[src/rtl/ext_unit_pkg.sv]
// ext_unit_pkg: shared mode and state encodings
// for the operand-extension pipeline.
package ext_unit_pkg;

  localparam logic [2:0] EXT_SEXT  = 3'd0;
  localparam logic [2:0] EXT_ZEXT  = 3'd1;
  localparam logic [2:0] EXT_UPPER = 3'd2;
  localparam logic [2:0] EXT_BOFS  = 3'd3;
  localparam logic [2:0] EXT_LB    = 3'd4;
  localparam logic [2:0] EXT_LBU   = 3'd5;
  localparam logic [2:0] EXT_LH    = 3'd6;
  localparam logic [2:0] EXT_LHU   = 3'd7;

  typedef enum logic [1:0] {
    EXT_EMPTY = 2'd0,
    EXT_ONE   = 2'd1,
    EXT_FULL  = 2'd2
  } ext_state_e;

endpackage

[src/rtl/ext_unit_core.sv]
// ext_unit_core: combinational mode/width datapath.
// Load lanes are built only with EXT_UNIT_LOAD_EN.
import ext_unit_pkg::*;

module ext_unit_core #(
  parameter int IN_W  = 16,
  parameter int OUT_W = 32,
  parameter int OFS_W = $clog2(OUT_W/8)
) (
  input  logic [2:0]       mode,
  input  logic [OUT_W-1:0] in_data,
  input  logic [OFS_W-1:0] ofs,
  output logic [OUT_W-1:0] data,
  output logic             err
);

  logic [OUT_W-1:0] sext;
  logic [OUT_W-1:0] zext;
  logic [OUT_W-1:0] upper;
  logic [OUT_W-1:0] bofs;

  always_comb begin
    sext  = '0;
    zext  = '0;
    upper = '0;
    for (int i = 0; i < OUT_W; i++) begin
      if (i < IN_W) begin
        sext[i] = in_data[i];
        zext[i] = in_data[i];
      end else begin
        sext[i] = in_data[IN_W-1];
      end
    end
    upper[OUT_W-1 -: IN_W] = in_data[IN_W-1:0];
  end

  assign bofs = sext << 2;

`ifdef EXT_UNIT_LOAD_EN
  logic [OFS_W-1:0] hofs;
  logic [7:0]       lane_b;
  logic [15:0]      lane_h;
  logic [OUT_W-1:0] ld_b;
  logic [OUT_W-1:0] ld_h;
  logic             sgn;

  // misaligned halfword still reads the aligned lane
  assign hofs   = ofs >> 1;
  assign lane_b = 8'(in_data >> {ofs, 3'b000});
  assign lane_h = 16'(in_data >> {hofs, 4'b0000});
  assign sgn    = ~mode[0];

  always_comb begin
    ld_b = '0;
    ld_h = '0;
    for (int i = 0; i < OUT_W; i++) begin
      if (i < 8) ld_b[i] = lane_b[i[2:0]];
      else       ld_b[i] = sgn & lane_b[7];
      if (i < 16) ld_h[i] = lane_h[i[3:0]];
      else        ld_h[i] = sgn & lane_h[15];
    end
  end
`else
  logic unused_in;
  assign unused_in = ^{ofs, in_data};
`endif

  always_comb begin
    data = sext;
    err  = 1'b0;
    unique case (1'b1)
      (mode == EXT_SEXT):  data = sext;
      (mode == EXT_ZEXT):  data = zext;
      (mode == EXT_UPPER): data = upper;
      (mode == EXT_BOFS):  data = bofs;
`ifdef EXT_UNIT_LOAD_EN
      (mode == EXT_LB),
      (mode == EXT_LBU):   data = ld_b;
      (mode == EXT_LH),
      (mode == EXT_LHU): begin
        data = ld_h;
        err  = ofs[0];
      end
`else
      mode[2]: begin
        data = sext;
        err  = 1'b1;
      end
`endif
      default: ;
    endcase
  end

endmodule

[src/rtl/ext_unit_pipe.sv]
// ext_unit_pipe: registered extension unit with a
// two-entry skid buffer. Load modes: EXT_UNIT_LOAD_EN.
import ext_unit_pkg::*;

module ext_unit_pipe #(
  parameter int IN_W  = 16,
  parameter int OUT_W = 32,
  parameter int OFS_W = $clog2(OUT_W/8)
) (
  input  logic             Clk,
  input  logic             Rst_n,
  input  logic             in_valid,
  output logic             in_ready,
  input  logic [2:0]       in_mode,
  input  logic [OUT_W-1:0] in_data,
  input  logic [OFS_W-1:0] in_ofs,
  output logic             out_valid,
  input  logic             out_ready,
  output logic [OUT_W-1:0] out_data,
  output logic             out_err
);

  ext_state_e       state;
  ext_state_e       state_n;
  logic [OUT_W-1:0] core_data;
  logic             core_err;
  logic [OUT_W-1:0] skid_data;
  logic             skid_err;
  logic             accept;
  logic             drain;
  logic             load0;
  logic             load1;
  logic             move;

  ext_unit_core #(
    .IN_W  (IN_W),
    .OUT_W (OUT_W),
    .OFS_W (OFS_W)
  ) u_core (
    .mode    (in_mode),
    .in_data (in_data),
    .ofs     (in_ofs),
    .data    (core_data),
    .err     (core_err)
  );

  assign out_valid = (state != EXT_EMPTY);
  assign accept    = in_valid & in_ready;
  assign drain     = out_valid & out_ready;

  always_comb begin
    state_n = state;
    load0   = 1'b0;
    load1   = 1'b0;
    move    = 1'b0;
    unique case (state)
      EXT_EMPTY: begin
        if (accept) begin
          state_n = EXT_ONE;
          load0   = 1'b1;
        end
      end
      EXT_ONE: begin
        if (accept && drain) begin
          load0 = 1'b1;
        end else if (accept) begin
          state_n = EXT_FULL;
          load1   = 1'b1;
        end else if (drain) begin
          state_n = EXT_EMPTY;
        end
      end
      EXT_FULL: begin
        if (drain) begin
          state_n = EXT_ONE;
          move    = 1'b1;
        end
      end
      default: state_n = EXT_EMPTY;
    endcase
  end

  // in_ready tracks the next state so it never
  // depends combinationally on out_ready
  always_ff @(posedge Clk or negedge Rst_n) begin
    if (!Rst_n) begin
      state     <= EXT_EMPTY;
      in_ready  <= 1'b1;
      out_data  <= '0;
      out_err   <= 1'b0;
      skid_data <= '0;
      skid_err  <= 1'b0;
    end else begin
      state    <= state_n;
      in_ready <= (state_n != EXT_FULL);
      if (load0) begin
        out_data <= core_data;
        out_err  <= core_err;
      end else if (move) begin
        out_data <= skid_data;
        out_err  <= skid_err;
      end
      if (load1) begin
        skid_data <= core_data;
        skid_err  <= core_err;
      end
    end
  end

endmodule

[config.mk]
export PLATFORM = sky130hd
export DESIGN_NAME = ext_unit_pipe
export DESIGN_NICKNAME = d
export VERILOG_FILES = /design/src/rtl/ext_unit_pkg.sv /design/src/rtl/ext_unit_core.sv /design/src/rtl/ext_unit_pipe.sv
export SDC_FILE = /design/constraint.sdc
export NUM_CORES = 1
export LEC_CHECK = 0
export CORE_ASPECT_RATIO = 2
export CORE_UTILIZATION = 40
export DETAILED_ROUTE_END_ITERATION = 6
export GPL_ROUTABILITY_DRIVEN = 0
export PLACE_DENSITY = 0.76
export SLEW_MARGIN = 15
export SYNTH_ARGS = -nofsm -noshare
export SYNTH_HDL_FRONTEND = slang
export SYNTH_HIERARCHICAL = 1
export SYNTH_SLANG_ARGS = --single-unit
[constraint.sdc]
create_clock -name Clk -period 3.9 [get_ports Clk]
set_input_delay 0.78 -clock Clk [delete_from_list [all_inputs] [get_ports Clk]]
set_output_delay 0.78 -clock Clk [all_outputs]
set_load 0.005 [all_outputs]
Word-level counts from Yosys, hierarchy flattened. Index checks and enable logic that the tools add are counted.

Output and inout bits: 35. Memory bits (read-only): 0. Bits of input ports: 41. Bits in latches: 0. RAM bits: 0. Memories: 0. Register bits after elaboration: 69. Logic and storage cells: 37.

Equality and inequality tests: 6. Order comparisons: 0. Bitwise logic cells: 2. Shift-type cells: 0. Muxes and demuxes: 19. $mul: 0. Add/sub/neg operators: 0. Reduce and logical (&&, ||, !) cells: 4. Divide/modulo/power cells: 0.

Operators by type and width (number): 32-bit one-hot mux with 3 select lines (1); 32-bit two-way mux (2); 2-bit two-way mux (5); 1-bit two-way mux (9); 3-bit by 2-bit equality test with 1-bit output (second input constant) (2); 2-bit one-hot mux with 3 select lines (1); 2-bit nonzero test (2); 3-bit by 1-bit equality test with 1-bit output (second input constant) (1); 1-bit bitwise AND (2); 2-bit by 1-bit equality test with 1-bit output (second input constant) (1); 2-bit equality test (second input constant) (1); 2-bit zero test (1); 2-bit != test (second input constant) (1); 1-bit one-hot mux with 2 select lines (1); 1-bit logical AND (1).

Logic depth before layout (Yosys ltp). Gate-level depths: netlist of run 1.

Depth in word-level cells: 7. Depth in mapped cells: 6. Mapped depth without buffers: 4.

Hierarchy. Netlist of run 1, hierarchy kept.

Modules (own cells, without submodules): ext_unit_pipe (instances 1, area each 2837.7 um^2, sequential area each 1727.9 um^2, cells an instance 196); ext_unit_core (instances 1, area each 530.5 um^2, sequential area each 0.0 um^2, cells an instance 92).

Least setup slack after synthesis of run 1. OpenSTA, ideal clock, no wires.

Kind: input to register. Start: in in_mode[0]. End: reg out_data[19]. Arrival: 1.704 ns. Cell stages on the path: 6. Library setup time: 0.126 ns. Path slack: 2.070 ns. Buffers on the path: 2. Cell sequence: buf_4 > nor2_2 > o21ai_4 > buf_4 > nand3_1 > a221o_1.

Longest elaborated chain between the ends: 3. Elaborated cells between the ends (all ways): 5. Classes of those cells: eq/ne (3); mux (2).

RTL lines: from (decl) (line ext_unit_pipe.sv:14) `input logic [2:0] in_mode,`; 3-bit by 2-bit equality test with 1-bit output (tied with other cells) (line ext_unit_core.sv:75) `(mode == EXT_BOFS): data = bofs;`; 32-bit one-hot mux with 3 select lines * (line ext_unit_core.sv:71) `unique case (1'b1)`; net core_data[19] (line ext_unit_pipe.sv:25) `logic [OUT_W-1:0] core_data;`; 32-bit two-way mux * (line ext_unit_pipe.sv:96) `if (load0) begin`; to (signal assigned) (line ext_unit_pipe.sv:97) `out_data <= core_data;`; to (signal assigned) (line ext_unit_pipe.sv:100) `out_data <= skid_data;`; to (decl) (line ext_unit_pipe.sv:19) `output logic [OUT_W-1:0] out_data,`.

The timed path passes the listed nets; every way through them passes the cells marked *. A chain may end at the register's enable or synchronous reset.

Worst setup path in the final report of run 1. Same ends and word-level chain as after synthesis.

==> metrics.md, run 1 <==
| Metric | Value |
|---|---|
| Core Box Area | `8233 um^2` |
| CP peak stage delay | `810 ps` |
| # setup viols final | `0` |
| Most frequent CP cell | `nand3_1` |
| Placement Rows | `47` |
| Worst Reg-to-Reg Cells | `5` |
| Full die area | `8813 um^2` |
| Drt total wl | `7.870 mm` |
| Max_slew headroom | `31.80%` |
| Startpoint types | `primary input` |
| Hold Fails Final Rpt | `0` |
| Largest net degree at the start of global routing | `47` |
| Clk_lat worst skew | `330 ps` |
| Setup TNS | `0 ps` |
| Drt drc | `0` |
| Lkg Pwr | `1.876 nW` |
| Worst Setup End Kind | `flop` |
| Setup CP Type | `primary input to flop` |
| Most Crowded Layer GR | `met2` |
| Hold path startpoint | `skid_data[13]` |
| Number of port buffers | `57` |
| GR met1 Demand/Resource | `23.79%` |
| R2R Setup Slk | `2080 ps` |
| Dominant cell type by area after synthesis | `dfrtp_1` |
| Slowest cell on crit path | `clkdlybuf4s50_1` |
| GR Overflow Total | `0` |
| Met2 Usage GRT | `30.53%` |
| Critical-path cell list | `clkdlybuf4s50_1 > nand3_1 > nand3_1 > a221o_1` |
| Placed insts | `425` |
| Ys Warns | `6` |
| Vias | `2464` |
| HPWL Detailed | `5.419 mm` |
| Clock Tree Buf Depth | `2` |
| Initial Utilization | `40.91%` |
| Area share of the leading cell type in the synthesized netlist | `50.52%` |
| Maximum fanout along the worst path | `19` |
| Syn nets | `329` |
| Status | `finished clean` |
| Wire per inst | `17.85 um` |
| Ports | `76` |
| Slew Limit Fails | `0` |
| Netlist Area Pre-Place | `3368 um^2` |
| Syn Inst Count | `288` |
| Via density | `5.587` |
| Nets | `379` |
| Synthesized area per cell | `11.70 um^2` |
| Critical Path RT | `4110 ps` |
| Unrepaired setup endpoints after global routing | `false` |
| Share of layout cells above drive strength 1 | `11.08%` |
| Starting DRT DRC Count | `176` |
| CTS buffer count | `9` |
| Power Density | `718.4 nW/um^2` |
| Maximum vdd drop | `0.0002675 V` |
| Worst clock skew | `3.631 ps` |
| Yosys reg bits | `69` |
| Gr usage total | `20.12%` |
| Actual slew at the worst max-slew pin | `1023 ps` |
| Post-cts sizing count | `0` |
| Synth area leaders | `dfrtp_1 51%, mux2_1 11%, a221o_1 9.8%` |
| Vias in the first global route | `2483` |
| Post-CTS Hold Buffers | `0` |
| Layout area overhead | `25.71%` |
| First-pass GRT wire length | `12.96 mm` |
| Die width | `66.89 um` |
| Initial antenna violation count | `0` |
| N_diodes | `0` |
| Sequential fraction of the synthesis area | `51.30%` |
| Worst hold path class | `flop to flop` |
| Die Y | `131.8 um` |
| CTS HTree Levels | `3` |
| CTS Root Cell | `clkbuf_16` |
| Arr. time, crit path | `2840 ps` |
| Hold EP | `skid_data[13]` |
| Reg2Reg Capture Point | `out_data[4]` |
| Post-CTS Setup Bufs | `0` |
| Hold-critical path depth | `1` |
| Fmax | `380.5 MHz` |
| Min cycle time layout | `2628 ps` |
| Crit share post-route | `67.39%` |
| Clk slew on worst S/H paths | `50 ps` |
| Max Cap Violations | `0` |
| R2r startpoint | `state[0]` |
| CTS tree | `done` |
| Post-DRT Antenna Nets | `0` |
| Initial DRT Pass Iterations | `4` |
| Synth cell types | `31` |
| Met3 usage | `4.066%` |
| Clk sinks | `69` |
| Final Non-Filler Cells | `441` |
[critical path: cells and delay by family]
family | cells | cell delay [ps]
compound gates | 1 | 390
simple gates | 2 | 850
buf+inv | 1 | 810
[final cells by class]
type,count,area [um^2]
Fill cell,748,3999
Sequential cell,69,1728
Multi-Input combinational cell,194,1456
Timing Repair Buffer,63,610.6
Clock buffer,13,270.3
Tap cell,98,122.6
Clock inverter,3,42.54
Inverter,1,3.754
[kinds of logic (layout without fill, tap and decap cells)]
kind of cell,count (synthesis),count (layout),synth area share (%)
DFF,69,69,51.30
muxes,36,36,11.92
AOI/OAI and AO/OA,52,52,14.23
buffers and inverters,25,80,5.609
and+or+nand+nor,106,106,16.94
[worst max-delay path by stage]
stage                   end       start  cells after the start
6_report       out_data[19]  in_mode[0]                      4
5_1_grt        out_data[19]  in_mode[0]                      4
4_1_cts        out_data[19]  in_mode[0]                      4
3_5_place_dp   out_data[19]  in_mode[0]                      4
3_3_place_gp   out_data[19]  in_mode[0]                      4
2_1_floorplan  out_data[19]  in_mode[0]                      6
[routing by layer]
| layer | vias up | wire, um |
|---|---|---|
| li1 | 1144 | - |
| met1 | 1207 | 2947 |
| met2 | 79 | 4045 |
| met3 | 34 | 327 |
| met4 | 0 | 549 |
| met5 | - | 0 |
[stage by stage]
step                      cell area [um^2]  power (mW)  setup WS [ps]  util (%)  hold WS (ps)
after floorplan                       3368       1.722           2070         -         455.6
after global placement                3921       2.176           1011     47.63         464.7
after detailed placement              3921       2.223          920.5     47.63         473.8
after CTS                             4234       3.075           1274     51.43         486.2
after global routing                  4234       3.209           1094     51.43         503.9
final                                 4234       3.042           1272     51.43         481.7
[report_power, final]
group	total [mW]	internal, mW	leakage [nW]	switching (mW)
clock	0.840	0.546	0.152	0.294
sequential	1.24	1.05	0.858	0.191
combinational	0.958	0.593	0.866	0.365
total	3.04	2.19	1.88	0.849
[Yosys cell counts, drive strengths merged]
library cell and n:
mux2 33, nor2b 1, nand3 29, clkbuf 4
nor2 4, nand2b 1, dfrtp 68, o21ai 17
mux2i 3, o31a 1, a221o 33, dfstp 1
or2 2, a211oi 1, and4bb 1, and2 35
inv 1, nand2 30, and3b 2, nor3 1
buf 20
[cells in the final DEF, fill, tap and decap left out, drive strengths merged]
master / count
clkinv: 1
bufinv: 1
nor3: 1
nand2b: 1
inv: 1
nand2: 30
o31a: 1
a221o: 33
dfrtp: 68
buf: 7
nor2: 4
nand3: 29
and2: 35
clkdlybuf4s50: 56
dfstp: 1
and4bb: 1
clkinvlp: 1
or2: 2
mux2i: 3
a211oi: 1
mux2: 33
and3b: 2
nor2b: 1
clkbuf: 13
o21ai: 17
[registers in the layout, summed over array words and instances (netlist names)]
register and cells:
in_ready 1, out_err 1, state 2, out_data 32, skid_data 32, skid_err 1
Note: power is estimated with default switching activity, not from simulation.
==> run 2, diff against run 1 <==
Settings changed: PLACE_DENSITY 0.76 to 0.78.
Clock period 3.9 ns to 2.14 ns, I/O delays scaled along.
==> run 2 against run 1 <==
Effect of this change: count of clock-buffer cells in the layout is 1 higher; worst hold slack got worse by 380 ps; design area up 3.3%; first-iteration DRC count decreased by 4.5%; critical path depth fell by 2; die area unchanged; utilization grew 1.7 points; wire length fell by 0.72%; worst setup slack worse by 1100 ps; non-clock buffer count rose by 8; clock power grew 89%; largest cell class unchanged; largest power group unchanged.
==> metrics.md, run 2 (synthesis gave the netlist of run 1 again) <==
| Metric | Value |
|---|---|
| Status | `finished clean` |
| CP Launch Point | `state[1]` |
| GR Overflow Total | `0 (unchanged)` |
| Post-cts sizing count | `0 (unchanged)` |
| Max_slew headroom | `74.64% (+43 points)` |
| Post-DRT Antenna Nets | `0 (unchanged)` |
| Drt total wl | `7.813 mm (-0.72%)` |
| Reg2Reg Capture Point | `skid_data[4]` |
| Die width | `66.89 um (unchanged)` |
| Number of port buffers | `57 (unchanged)` |
| Power Density | `1291 nW/um^2 (+80%)` |
| Maximum vdd drop | `0.0004783 V (+79%)` |
| Starting DRT DRC Count | `168 (-4.5%)` |
| Vias in the first global route | `2552 (+2.8%)` |
| Post-CTS Setup Bufs | `0 (unchanged)` |
| Full die area | `8813 um^2 (unchanged)` |
| Fmax | `514.5 MHz` |
| Setup TNS | `0 ps (unchanged)` |
| Slowest cell on crit path | `dfrtp_1` |
| Worst hold path class | `primary input to asynchronous set/reset pin` |
| Int Power | `4.110 mW (+87%)` |
| Initial Utilization | `40.91% (unchanged)` |
| CP endpoint | `out_valid` |
| Most frequent cells in the layout | `68 x dfrtp_1, 56 x clkdlybuf4s50_1, 34 x and2_1, 33 x a221o_1, 33 x mux2_1` |
| CTS tree | `done` |
| Clk pwr share | `28.2% (+0.6 points)` |
| Worst Reg-to-Reg Cells | `4 (-1)` |
| Net Sw Frac | `27.26% (-0.66 points)` |
| CTS buffer count | `9 (unchanged)` |
| Core Box Area | `8233 um^2 (unchanged)` |
| Setup CP Type | `flop to primary output` |
| Nets | `387 (+2.1%)` |
| R2r startpoint | `in_ready` |
| Lkg Pwr | `1.947 nW (+3.8%)` |
| Max Cap Violations | `0 (unchanged)` |
| Critical-path cell list | `or2_2 > clkdlybuf4s50_1` |
| R2R Setup Slk | `550 ps (-1530 ps)` |
| Layout area overhead | `29.90%` |
| Maximum fanout along the worst path | `7 (-12)` |
| Die Y | `131.8 um (unchanged)` |
| Drt drc | `0 (unchanged)` |
| Wire per inst | `17.40 um (-2.5%)` |
| Share of layout cells above drive strength 1 | `13.39% (+2.3 points)` |
| CTS HTree Levels | `3 (unchanged)` |
| Largest net degree at the start of global routing | `70 (+49%)` |
| Clk sinks | `69 (unchanged)` |
| Initial DRT Pass Iterations | `4 (unchanged)` |
| Via density | `5.497 (-1.6%)` |
| Ports | `76 (unchanged)` |
| CTS Root Cell | `clkbuf_16` |
| Kind of cell adding the most delay to the critical path | `flip-flops` |
| First-pass GRT wire length | `12.91 mm (-0.38%)` |
| Slew Limit Fails | `0 (unchanged)` |
| HPWL Detailed | `5.526 mm (+2.0%)` |
| Clk_lat worst skew | `330 ps (about the same)` |
| # setup viols final | `0 (unchanged)` |
| Worst Setup End Kind | `primary output` |
| Post-CTS Hold Buffers | `0 (unchanged)` |
| CP peak stage delay | `440 ps (-370 ps)` |
| Most common cell after layout, fill and taps aside | `dfrtp_1` |
| CP bufs+invs | `1 (unchanged)` |
| Power Total | `5.650 mW (+86%)` |
| Critical Path RT | `1710 ps (-2400 ps)` |
| Initial antenna violation count | `0 (unchanged)` |
| Unrepaired setup endpoints after global routing | `false` |
| Arr. time, crit path | `1520 ps (-1320 ps)` |
| Sw power | `1.540 mW (+81%)` |
| Crit share post-route | `90.82%` |
| Logic pwr share | `32.0% (+0.5 points)` |
| Gr usage total | `19.98% (-0.14 points)` |
| Hold Fails Final Rpt | `0 (unchanged)` |
| Core Util, Final | `53.15% (+1.7 points)` |
| Crit. path cell count | `2 (-2)` |
| Startpoint types | `flop` |
| Worst clock skew | `2.298 ps (-1.333 ps)` |
| Clock Tree Buf Depth | `2 (unchanged)` |
| Placement Rows | `47 (unchanged)` |
| Reg power frac | `39.8% (-1.1 points)` |
| N_diodes | `0 (unchanged)` |
| Vias | `2468 (+0.16%)` |
| Min cycle time layout | `1944 ps` |
| Actual slew at the worst max-slew pin | `376.4 ps (-646.6 ps)` |
| Clk slew on worst S/H paths | `50 ps (about the same)` |
| Biggest regs | `out_data: 32 flops, skid_data: 32 flops, state: 2 flops` |
## run 2: cell count changes in the layout (fill, tap and decap cells not counted)
cell,before,now
buf_4,6,9
clkinv_2,1,0
buf_12,0,5
clkbuf_8,3,5
clkbuf_1,1,0
## run 2: layout make-up
cell class	count	area (um^2)
Clock buffer	14	294.0
Clock inverter	2	37.54
Fill cell	731	3857
Inverter	1	3.754
Multi-Input combinational cell	194	1456
Sequential cell	69	1728
Tap cell	98	122.6
Timing Repair Buffer	71	733.2
## run 2: per-stage QoR
stage | std cells | hold slack, ps | worst slack, ps | cell area, um^2
after floorplan | 288 | 132.4 | 600.3 | 3368
after global placement | 433 | 465.1 | 82.75 | 4044
after detailed placement | 433 | 472.5 | 46.15 | 4044
after CTS | 449 | 122.1 | 177.2 | 4375
after global routing | 449 | 151.4 | 144.0 | 4375
final | 449 | 105.4 | 196.5 | 4375
## run 2: power by group through the flow
stage,Clock (mW),Sequential [mW],Combinational [mW]
floorplan,0,2.21,0.932
global placement,0,2.24,1.78
detailed placement,0,2.27,1.83
CTS,1.63,2.26,1.84
global route,1.69,2.32,1.96
finish,1.59,2.25,1.81
## run 2: layer usage
layer	routed length [um]	GRT usage (%)	up-vias
met1	3003	23.19	1216
met2	4122	31.82	65
met4	386	12.65	0
met5	0	0	-
met3	300	4.931	26
li1	-	-	1161
## run 2: how the worst min path moves through the flow
stage	depth (start not counted)	endpoint	slack, ps	startpoint
CTS	2	out_data[14]	120	Rst_n
finish	2	out_data[20]	110	Rst_n
global route	2	out_data[20]	150	Rst_n
detailed placement	1	skid_data[22]	470	skid_data[22]
global placement	2	out_data[19]	470	Rst_n
floorplan	0	out_data[0]	130	Rst_n
